--- src/rtl/uart_pkg.sv ---
`default_nettype none
// ============================================================================
// Module   : uart_pkg
// Purpose  : Shared UART definitions for the transmitter and the receiver.
//            Holds the transmitter state encoding and the frame and baud
//            counter widths.
// Macros   : UART_TX_PARITY_EN adds the PARITY state to the encoding.
// Revision : 1.0 - initial release
// ============================================================================
package uart_pkg;

  localparam int UART_DATA_W = 8;
  localparam int UART_COMP_W = 16;

  typedef enum logic [2:0] {
    TX_IDLE   = 3'd0,
    TX_START  = 3'd1,
    TX_DATA   = 3'd2,
`ifdef UART_TX_PARITY_EN
    TX_PARITY = 3'd3,
`endif
    TX_STOP   = 3'd4
  } tx_state_e;

endpackage : uart_pkg
`default_nettype wire

--- src/rtl/uart_baud_cnt.sv ---
`default_nettype none
// ============================================================================
// Module   : uart_baud_cnt
// Purpose  : Bit-time counter. Counts 0..comp and flags the last cycle of
//            each bit, so one bit lasts comp+1 clock cycles.
// Ports    : clk     - clock
//            rstn    - asynchronous active-low reset
//            clr     - synchronous clear, holds the count at zero
//            comp    - baud compare value (unsigned)
//            bit_end - high in the final cycle of the current bit
// Revision : 1.0 - initial release
// ============================================================================
module uart_baud_cnt
  import uart_pkg::*;
(
  input  logic                   clk,
  input  logic                   rstn,
  input  logic                   clr,
  input  logic [UART_COMP_W-1:0] comp,
  output logic                   bit_end
);

  logic [UART_COMP_W-1:0] cnt_q;
  logic [UART_COMP_W-1:0] cnt_d;

  // '>=' rather than '==' so that lowering comp mid-bit below the current
  // count ends the bit at once instead of wrapping through 2^16 cycles.
  assign bit_end = ~clr & (cnt_q >= comp);

  always_comb begin
    cnt_d = cnt_q + UART_COMP_W'(1);
    if (clr || bit_end) begin
      cnt_d = '0;
    end
  end

  always_ff @(posedge clk or negedge rstn) begin
    if (!rstn) begin
      cnt_q <= '0;
    end else begin
      cnt_q <= cnt_d;
    end
  end

endmodule : uart_baud_cnt
`default_nettype wire

--- src/rtl/uart_transmitter.sv ---
`default_nettype none
// ============================================================================
// Module   : uart_transmitter
// Purpose  : UART transmitter, 8 data bits LSB first, 1 start, 1 stop bit.
//            Accepts a byte with a request/acknowledge handshake and shifts
//            it out on a registered, idle-high line.
// Ports    : clk     - clock, all state changes on the rising edge
//            rstn    - asynchronous active-low reset
//            tr_en   - transmitter enable; low aborts and forces idle
//            comp    - baud compare value, each bit lasts comp+1 cycles
//            tx_data - byte to send, sampled only while tx_ack is high
//            tx_req  - send request level, held until tx_ack
//            tx_ack  - one-cycle pulse, tx_data accepted
//            tx_busy - high while a frame is in progress
//            uart_tx - serial output line
// Macros   : UART_TX_PARITY_EN - insert an even-parity bit before the stop
//            bit (11-bit frame). Undefined gives a 10-bit frame.
// Revision : 1.0 - initial release
// ============================================================================
module uart_transmitter
  import uart_pkg::*;
(
  input  logic                   clk,
  input  logic                   rstn,
  input  logic                   tr_en,
  input  logic [UART_COMP_W-1:0] comp,
  input  logic [UART_DATA_W-1:0] tx_data,
  input  logic                   tx_req,
  output logic                   tx_ack,
  output logic                   tx_busy,
  output logic                   uart_tx
);

  localparam logic [3:0] c_LAST_BIT = 4'(UART_DATA_W - 1);

  tx_state_e              state_q;
  tx_state_e              state_d;
  logic [UART_DATA_W-1:0] shift_q;
  logic [UART_DATA_W-1:0] shift_d;
  logic [3:0]             bitcnt_q;
  logic [3:0]             bitcnt_d;
  logic                   uart_tx_q;
  logic                   uart_tx_d;
  logic                   ready_q;
  logic                   accept;
  logic                   bit_end;
  logic                   baud_clr;
`ifdef UART_TX_PARITY_EN
  logic                   parity_q;
  logic                   parity_d;
`endif

  // ready_q stays low through reset and the first edge after it, so no
  // request can be accepted on the edge that immediately follows release.
  assign accept   = ready_q & tr_en & tx_req & (state_q == TX_IDLE);
  assign baud_clr = ~tr_en | (state_q == TX_IDLE);

  uart_baud_cnt u_baud_cnt (
    .clk     (clk),
    .rstn    (rstn),
    .clr     (baud_clr),
    .comp    (comp),
    .bit_end (bit_end)
  );

  // --------------------------------------------------------------------------
  // FSM: state register
  // --------------------------------------------------------------------------
  always_ff @(posedge clk or negedge rstn) begin
    if (!rstn) begin
      state_q <= TX_IDLE;
    end else begin
      state_q <= state_d;
    end
  end

  // --------------------------------------------------------------------------
  // FSM: next state
  // --------------------------------------------------------------------------
  always_comb begin
    state_d = state_q;
    if (!tr_en) begin
      state_d = TX_IDLE;
    end else begin
      case (state_q)
        TX_IDLE: begin
          if (accept) state_d = TX_START;
        end
        TX_START: begin
          if (bit_end) state_d = TX_DATA;
        end
        TX_DATA: begin
          if (bit_end && (bitcnt_q == c_LAST_BIT)) begin
`ifdef UART_TX_PARITY_EN
            state_d = TX_PARITY;
`else
            state_d = TX_STOP;
`endif
          end
        end
`ifdef UART_TX_PARITY_EN
        TX_PARITY: begin
          if (bit_end) state_d = TX_STOP;
        end
`endif
        TX_STOP: begin
          if (bit_end) state_d = TX_IDLE;
        end
        default: state_d = TX_IDLE;
      endcase
    end
  end

  // --------------------------------------------------------------------------
  // FSM: outputs. The line register is loaded with the level belonging to
  // the state being entered, so uart_tx changes on the same edge as the
  // state and the start bit follows the ack cycle by exactly one clock.
  // --------------------------------------------------------------------------
  always_comb begin
    tx_ack    = accept;
    tx_busy   = (state_q != TX_IDLE);
    uart_tx_d = 1'b1;
    case (state_d)
      TX_START:  uart_tx_d = 1'b0;
      TX_DATA:   uart_tx_d = shift_d[0];
`ifdef UART_TX_PARITY_EN
      TX_PARITY: uart_tx_d = parity_q;
`endif
      default:   uart_tx_d = 1'b1;
    endcase
  end

  // --------------------------------------------------------------------------
  // Datapath: shift register and bit counter
  // --------------------------------------------------------------------------
  always_comb begin
    shift_d  = shift_q;
    bitcnt_d = bitcnt_q;
`ifdef UART_TX_PARITY_EN
    parity_d = parity_q;
`endif
    if (!tr_en) begin
      shift_d  = '0;
      bitcnt_d = '0;
`ifdef UART_TX_PARITY_EN
      parity_d = 1'b0;
`endif
    end else if (accept) begin
      shift_d  = tx_data;
      bitcnt_d = '0;
`ifdef UART_TX_PARITY_EN
      // Parity is taken from the accepted byte because the shift register
      // no longer holds it once the data bits have gone out.
      parity_d = ^tx_data;
`endif
    end else if ((state_q == TX_DATA) && bit_end) begin
      shift_d  = shift_q >> 1;
      bitcnt_d = bitcnt_q + 4'd1;
    end
  end

  always_ff @(posedge clk or negedge rstn) begin
    if (!rstn) begin
      shift_q   <= '0;
      bitcnt_q  <= '0;
      uart_tx_q <= 1'b1;
      ready_q   <= 1'b0;
`ifdef UART_TX_PARITY_EN
      parity_q  <= 1'b0;
`endif
    end else begin
      shift_q   <= shift_d;
      bitcnt_q  <= bitcnt_d;
      uart_tx_q <= uart_tx_d;
      ready_q   <= 1'b1;
`ifdef UART_TX_PARITY_EN
      parity_q  <= parity_d;
`endif
    end
  end

  assign uart_tx = uart_tx_q;

endmodule : uart_transmitter
`default_nettype wire

--- config.mk ---
export PLATFORM = sky130hd
export DESIGN_NAME = uart_transmitter
export DESIGN_NICKNAME = d
export VERILOG_FILES = /design/src/rtl/uart_pkg.sv /design/src/rtl/uart_baud_cnt.sv /design/src/rtl/uart_transmitter.sv
export SDC_FILE = /design/constraint.sdc
export NUM_CORES = 1
export LEC_CHECK = 0
export ABC_AREA = 1
export BUFFER_PORTS_ARGS = -buffer_cell sky130_fd_sc_hd__buf_2
export CORE_ASPECT_RATIO = 1.1
export CORE_MARGIN = 3
export CORE_UTILIZATION = 35
export DETAILED_ROUTE_END_ITERATION = 10
export REMOVE_ABC_BUFFERS = 1
export SLEW_MARGIN = 20
export SYNTH_ARGS = -nofsm -noshare
export SYNTH_HDL_FRONTEND = slang
export SYNTH_HIERARCHICAL = 1
export SYNTH_SLANG_ARGS = --single-unit
--- constraint.sdc ---
create_clock -name clk -period 2.2 [get_ports clk]
set_clock_uncertainty 0.05 [all_clocks]
set_input_delay 0.44 -clock clk [delete_from_list [all_inputs] [get_ports clk]]
set_output_delay 0.44 -clock clk [all_outputs]
set_load 0.03 [all_outputs]
== After elaboration in Yosys (flattened, before gate mapping) ==
Index checks and enable logic that the tools add are counted.

* Register bits: 33
* Output and inout port bits: 3

* $add $sub $neg: 2
* $lt $le $gt $ge: 1
* Equality and inequality tests: 7
* Muxes and demuxes: 14
* Bitwise operators: 7
* Reduce and logical (&&, ||, !) cells: 5

{| class="wikitable"
|+ Operators with widths
! operator !! count
|-
| 2-to-1 mux 8 bit || 3
|-
| adder 16 x 1 -> 16 bit, second input constant || 1
|-
| greater-or-equal comparator 16 bit || 1
|-
| 2-to-1 mux 16 bit || 1
|-
| 2-to-1 mux 3 bit || 5
|-
| 2-to-1 mux 4 bit || 3
|-
| one-hot mux 3 bit (4 select lines) || 1
|-
| == test 3 x 1 -> 1 bit, second input constant || 2
|-
| == test 3 x 2 -> 1 bit, second input constant || 2
|-
| adder 4 x 1 -> 4 bit, second input constant || 1
|-
| AND 1 bit || 4
|-
| == test 4 x 3 -> 1 bit, second input constant || 1
|-
| == test 3 bit, second input constant || 1
|-
| zero test 3 bit || 1
|-
| inequality test 3 x 1 -> 1 bit, second input constant || 1
|-
| nonzero test 3 bit || 1
|-
| logical AND 1 bit || 2
|-
| inverter 1 bit || 2
|-
| one-hot mux 1 bit (2 select lines) || 1
|-
| logical OR 1 bit || 1
|-
| bitwise OR 1 bit || 1
|}

== Logic depth before layout (Yosys ltp) ==
Gate-level depths: netlist of the first run.

* Depth in word-level cells: 10
* Mapped depth: 18
* Depth with buffers taken out: 18

== Hierarchy ==
Netlist of the first run, hierarchy kept.

{| class="wikitable"
|+ Modules (own cells, without submodules)
! module !! instances !! cells an instance !! area an instance (sq um)
|-
| uart_baud_cnt || 1 || 155 || 1290.0
|-
| uart_transmitter || 1 || 111 || 907.1
|}

== Worst setup path before layout of the first run ==
Ideal clock, no wire load.

* Path kind: input-to-reg
* Start: input port comp[3]
* End: register bitcnt_q[0]
* Library setup time: 123 ps
* Arrival time: 2048 ps
* Data required time: 2027 ps
* Setup slack: -22 ps
* Stages: 14
* Path buffers: 1
* Path through: inv_1 -> ha_1 -> nand2_1 -> nor2_1 -> nor2_1 -> nand2_1 -> nand2_1 -> nand2_1 -> nand2_2 -> a21oi_1 -> nand4_4 -> buf_2 -> o21ai_0 -> a21oi_1

* Cells in the longest elaborated chain, start to end: 4

{| class="wikitable"
|+ RTL lines
! item !! RTL line !! RTL
|-
| start, declared || uart_transmitter.sv:26 || <nowiki>input logic [UART_COMP_W-1:0] comp,</nowiki>
|-
| greater-or-equal comparator 16 bit || uart_baud_cnt.sv:28 || <nowiki>assign bit_end = ~clr & (cnt_q >= comp);</nowiki>
|-
| AND 1 bit || uart_baud_cnt.sv:28 ||
|-
| named net bit_end || uart_transmitter.sv:46 || <nowiki>logic bit_end;</nowiki>
|-
| logical AND 1 bit || uart_transmitter.sv:156 || <nowiki>end else if ((state_q == TX_DATA) && bit_end) begin</nowiki>
|-
| inequality test 3 x 1 -> 1 bit (no source line) || -- ||
|-
| end signal, assigned || uart_transmitter.sv:173 || <nowiki>bitcnt_q <= bitcnt_d;</nowiki>
|-
| end, declared || uart_transmitter.sv:40 || <nowiki>logic [3:0] bitcnt_q;</nowiki>
|}

The timed path passes the listed nets, and every way through them passes these cells.
A chain may end at the register's enable or synchronous reset.

== Worst setup path in the final report of the first run ==
* Start: register u_baud_cnt.cnt_q[9]
* End: register shift_q[6]

* Cells in the longest elaborated chain, start to end: 4

{| class="wikitable"
|+ RTL lines
! item !! RTL line !! RTL
|-
| start, declared || uart_baud_cnt.sv:23 || <nowiki>logic [UART_COMP_W-1:0] cnt_q;</nowiki>
|-
| start signal, assigned || uart_baud_cnt.sv:41 || <nowiki>cnt_q <= cnt_d;</nowiki>
|-
| greater-or-equal comparator 16 bit || uart_baud_cnt.sv:28 ||
|-
| AND 1 bit || uart_baud_cnt.sv:28 ||
|-
| named net bit_end || uart_transmitter.sv:46 ||
|-
| logical AND 1 bit || uart_transmitter.sv:156 ||
|-
| inequality test 3 x 1 -> 1 bit (no source line) || -- ||
|-
| end signal, assigned || uart_transmitter.sv:172 || <nowiki>shift_q <= shift_d;</nowiki>
|-
| end, declared || uart_transmitter.sv:38 || <nowiki>logic [UART_DATA_W-1:0] shift_q;</nowiki>
|}

The timed path passes the listed nets, and every way through them passes these cells.

==> run metrics, run 1 <==
DRT antenna net count 0; pre-CTS WS -0.117 ns; WL final 4210 um; non-filler cells, final 393; CTS max path bufs 2; CP Launch Point u_baud_cnt/cnt_q[9]; vias in the first global route 1,756; DIE WIDTH 81.5 um; Rows 29; Max Cap Viol 0; GRT overflow 0; Setup crit end kind flop; flop-to-flop setup slack 0.08 ns; CTS sink count 33; detailed-placement wirelength estimate 3170 um; final core occ 46.4%; IO Pins 31; via count 1,768; Starting DRT DRC Count 36; Tcrit/Tclk final 96.4%; Startpoint Class flop; die area 7270 um2; first-pass GRT wire length 7360 um; DR WL/cell 10.7 um; Worst-Margin Slew 0.739 ns; Synth top area share 36.4%; fmax 472 MHz; Rel. slew slack 50.7%; FF-to-FF path depth 13; total power 1.44 mW; Syn Inst Count 266; clk_lat worst skew 0.29 ns; Area contributors post-synth dfrtp_1 (36%), ha_1 (10%), nand2_1 (9.7%), inv_1 (8.0%), xor2_1 (5.2%); final-report hold violation count 0; Finished Cell Area 2740 um2; dpl cell area 2540 um2; Min Hold Slack 0.160 ns; Worst EP arrival 2.29 ns; reg2reg start u_baud_cnt/cnt_q[9]; syn_area_per_cell 8.26 um2; R2R Path End shift_q[6]; Synthesis Warnings 6; Distinct cells, synth 31; Fill cells 587; max-slew violations 0; cts bufs inserted 5; Lkg Pwr 1.33 nW; DP Cell Count 383; Worst-path clk slew 0.08 ns; share of cells above drive strength 1 28.2%; first drt pass iteration count 4; #FFs+latches synth 33; RSZ-0062 raised after global routing true; Final setup viols 0; core area 5910 um2; Total GRT Usage 13.1%; drt drc 0; vias per cell 4.50; Layout Area Growth over Synthesis 24.8%; setup TNS 0 ns; initial core utilization 37.1%; H-tree Lvls 2; Cell Pwr Density 526 nW/um2; largest net degree at the start of global routing 34; top cell type by total area after synthesis dfrtp_1; root buf cell clkbuf_8; register area share after synthesis 37.6%; Buffers on Ports 30; peak supply drop 248 uV; CTS tree done; Die Ht 89.1 um; initial antenna violation count 0; WP data required 2.37 ns; ANT cells 0; cts hold-fix bufs 0; maximum fanout along the worst path 6; synthesized area 2200 um2; Tmin final 2.12 ns; status finished, final reports clean; nets@finish 361; Hold Path Class input pin to async pin; gp weighted congestion 0.779; worst setup path class flop to flop; Final WS setup 0.0796 ns
## timing repair
item / in CTS / in global routing
gates resized for setup: 0 / 9
setup endpoints to repair: 0 / 13
buffers inserted: 0 / 1
## registers in the layout, indices dropped and copies added (netlist names)
name              flops
u_baud_cnt/cnt_q     16
uart_tx               1
shift_q               8
bitcnt_q              4
state_q               3
ready_q               1
## critical path, cell delays in order (launching register included)
cell,delay (ns)
dfrtp_1,0.39
ha_1,0.29
nand2_1,0.06
nand2_1,0.07
nand3_1,0.09
a21oi_1,0.17
nor2_2,0.07
a21oi_2,0.15
buf_6,0.13
nand4_4,0.14
buf_12,0.19
o21ai_1,0.11
nand2_1,0.06
o21ai_1,0.07
## report_power, final
part	internal, mW	switching [mW]	total [mW]
clock network	0.456	0.245	0.701
logic	0.0461	0.0749	0.121
registers	0.616	0.00385	0.620
total	1.12	0.324	1.44
## how the worst max path moves through the flow
| stage | end | slack [ns] | cells past startpoint |
|---|---|---|---|
| floorplan | bitcnt_q[2] | -0.01 | 13 |
| finish | shift_q[6] | 0.08 | 13 |
| global placement | shift_q[5] | -0.07 | 17 |
| global route | shift_q[3] | -0.15 | 15 |
| detailed placement | shift_q[5] | -0.12 | 17 |
| CTS | shift_q[6] | 0.04 | 15 |
## logic make-up (layout without fill, tap and decap cells)
kind of cell               after synthesis  after routing  synth area share [%]
adders and majority gates               18             18                  10.3
and+or+nand+nor                        118            118                  29.7
other                                    1              1                 0.171
AOI/OAI and AO/OA                       28             28                  6.49
DFF                                     33             33                  37.6
buffers and inverters                   54            104                  10.2
xor gates and xnor gates                14             14                  5.58
## placed cells by master, fill, tap and decap left out, types with 2 or more instances in the layout
cell type / instances
nand4_1: 5
xor2_1: 13
nor2_4: 10
nand3_2: 2
buf_4: 12
nand3_1: 9
a21oi_1: 9
ha_1: 17
inv_2: 3
buf_2: 30
nor2_2: 4
bufinv_16: 2
nand2_2: 4
nor3_2: 2
nand2_1: 56
o21ai_1: 13
nor2_1: 16
o21ai_2: 3
dfrtp_1: 32
clkbuf_8: 5
nor3_1: 4
inv_1: 47
buf_12: 2
## metal layers
metal	routed length, um	track usage (%)
met3	172	3.33
met1	1900	15.7
met5	0	0
met4	38	4.15
met2	2100	23.0
## final cells by class
class / count / area [um2] / share of cell area, %
flip-flops and latches: 33 / 827 / 30.2
clock inverters: 3 / 68.8 / 2.51
multi-input cells: 179 / 1180 / 42.9
repair buffers: 46 / 317 / 11.5
clock buffers: 5 / 68.8 / 2.51
inverters: 50 / 188 / 6.85
well taps: 77 / 96.3 / 3.51
## cells in the mapped netlist
cell type  count
nand2_1       57
inv_1         47
dfrtp_1       32
ha_1          18
nor2_1        16
o21ai_1       14
xor2_1        13
a21oi_1       10
nor2_4        10
nand3_1        9
nand4_1        5
nor2_2         4
nor3_1         4
inv_2          3
nand2_2        3
o21ai_0        3
buf_2          2
nand3_2        2
nor3_2         2
buf_6          1
buf_8          1
conb_1         1
dfstp_2        1
nand2_4        1
nand3_4        1
nand3b_1       1
nand4_4        1
nor2_8         1
nor3b_1        1
o21a_1         1
xnor2_1        1
Note: power is estimated with default switching activity, not from simulation.
==> run 2: changes to the inputs <==
BUFFER_PORTS_ARGS = unset   (was -buffer_cell sky130_fd_sc_hd__buf_2)
DONT_BUFFER_PORTS = 1   (was unset)
==> run metrics, run 2 (same netlist as run 1, synthesis figures left out) <==
first-pass GRT wire length 7170 um (-2.6%); Starting DRT DRC Count 37 (+2.8%); Worst EP arrival 2.25 ns (-0.04 ns); GRT overflow 0 (unchanged); Startpoint Class flop; max-slew violations 0 (unchanged); clk_lat worst skew 0.28 ns (about the same); Die Ht 89.1 um (unchanged); ANT cells 0 (unchanged); gp weighted congestion 0.777 (-0.28%); core area 5910 um2 (unchanged); final core occ 44.3% (-2.0 points); largest net degree at the start of global routing 34 (unchanged); CTS max path bufs 2 (unchanged); most frequent cells in the layout nand2_1 (54), inv_1 (47), dfrtp_1 (32), ha_1 (16), buf_4 (15); Largest Register u_baud_cnt/cnt_q; nets@finish 335 (-7.2%); RSZ-0062 raised after global routing true; Layout Area Growth over Synthesis 19.3%; total power 1.15 mW (-20%); Tcrit/Tclk final 95.5% (-0.91 points); share of cells above drive strength 1 23.4% (-4.7 points); fmax 476 MHz (+0.95%); Total GRT Usage 12.8% (-0.31 points); drt drc 0 (unchanged); Tmin final 2.10 ns (-0.0200 ns); DIE WIDTH 81.5 um (unchanged); final-report hold violation count 0 (unchanged); Cell Pwr Density 439 nW/um2 (-16%); Setup crit end kind flop; Rows 29 (unchanged); Flop pwr share 54.0% (+11 points); Switching Fraction 24.2% (+1.7 points); H-tree Lvls 2 (unchanged); CTS tree done; first drt pass iteration count 4 (unchanged); WL final 4080 um (-3.3%); Fill cells 587 (unchanged); Lkg Pwr 1.22 nW (-8.0%); DRT antenna net count 0 (unchanged); IO Pins 31 (unchanged); setup TNS 0 ns (unchanged); cts bufs inserted 5 (unchanged); via count 1,665 (-5.8%); WP data required 2.35 ns (-0.02 ns); DR WL/cell 11.1 um (+3.6%); detailed-placement wirelength estimate 3090 um (-2.8%); initial antenna violation count 0 (unchanged); Worst-path clk slew 0.06 ns (-0.02 ns); Hold Path Class input pin to flop; die area 7270 um2 (unchanged); commonest non-fill, non-tap cell in the layout nand2_1; status finished, final reports clean; worst setup path class flop to flop; Logic pwr share 8.5% (about the same); vias in the first global route 1,689 (-3.8%); Max Cap Viol 0 (unchanged); CTS sink count 33 (unchanged); initial core utilization 37.1% (unchanged); peak supply drop 425 uV (+72%); maximum fanout along the worst path 6 (unchanged); biggest registers after layout u_baud_cnt/cnt_q: 16 flops, shift_q: 8 flops, bitcnt_q: 4 flops; P_int 873 uW (-22%); Net Switching 279 uW (-14%); Largest register FFs 16 (unchanged); Clk network pwr share 37.5% (-11 points); Final setup viols 0 (unchanged); Buffers on Ports 0 (-100%); vias per cell 4.54 (+0.85%); root buf cell clkbuf_8
## run 2: path summary, 6_finish.rpt
path / from / cells after the start / slack, ns / end
max reg2reg: u_baud_cnt/cnt_q[1] / 14 / 0.1 / shift_q[6]
min: tr_en / 2 / 0.22 / shift_q[1]
max: u_baud_cnt/cnt_q[1] / 14 / 0.1 / shift_q[6]
min reg2reg: shift_q[1] / 2 / 0.47 / shift_q[1]
max in group asynchronous: rstn / 2 / 1.31 / uart_tx
min in group asynchronous: rstn / 2 / 0.56 / state_q[2]
## run 2: what timing repair did
| action | in CTS | in global routing |
|---|---|---|
| gates cloned | 0 | 1 |
| hold buffers | 2 | 0 |
| resized for setup | 1 | 20 |
| endpoints found under the hold margin | 33 | 0 |
| pin swaps | 0 | 7 |
| setup endpoints to repair | 3 | 14 |
| buffers inserted | 0 | 3 |
## run 2: area by class of cell
cell class                      instances  area (um2)  share of cell area [%]
Multi-Input combinational cell        179        1230                    47.0
Sequential cell                        33         827                    31.6
Timing Repair Buffer                   20         199                    7.59
Inverter                               50         188                    7.16
Tap cell                               77        96.3                    3.68
Clock buffer                            8        80.1                    3.05
## run 2: power by group through the flow
stage	Combinational (mW)	Sequential, mW	Clock (mW)
6_report	0.0977	0.623	0.432
5_1_grt	0.113	0.623	0.480
4_1_cts	0.0936	0.622	0.453
3_5_place_dp	0.0745	0.634	0
3_3_place_gp	0.0725	0.634	0
2_1_floorplan	0.0610	0.633	0
## run 2: critical path, cell delays in order (launching register included)
cell and delay (ns):
dfrtp_1 0.42, ha_4 0.28, nand2_2 0.05, nor2_2 0.10
nor2_1 0.04, nand2_1 0.05, nand2_1 0.05, nand2_2 0.09
nand2_4 0.06, a21oi_4 0.18, nand4_4 0.17, clkbuf_16 0.21
o21ai_2 0.12, nand2_1 0.06, o21ai_1 0.07
## run 2: through the flow
step	cell area [um2]	instances	hold WS, ns	worst slack (ns)
after floorplan	2160	262	0.0944	-0.0149
after global placement	2370	353	0.0963	-0.0468
after detailed placement	2370	353	0.0960	-0.0776
after CTS	2490	363	0.210	0.0559
after global routing	2620	367	0.232	-0.0406
final	2620	367	0.219	0.0996
## run 2: routing by layer
metal  track usage, %  vias to the layer above  share of wire, %
met3             3.02                        5               4.4
met5                0                        -                 0
li1                 -                      871                 -
met4             5.99                        0               1.3
met1             15.5                      761                47
met2             21.5                       28                47
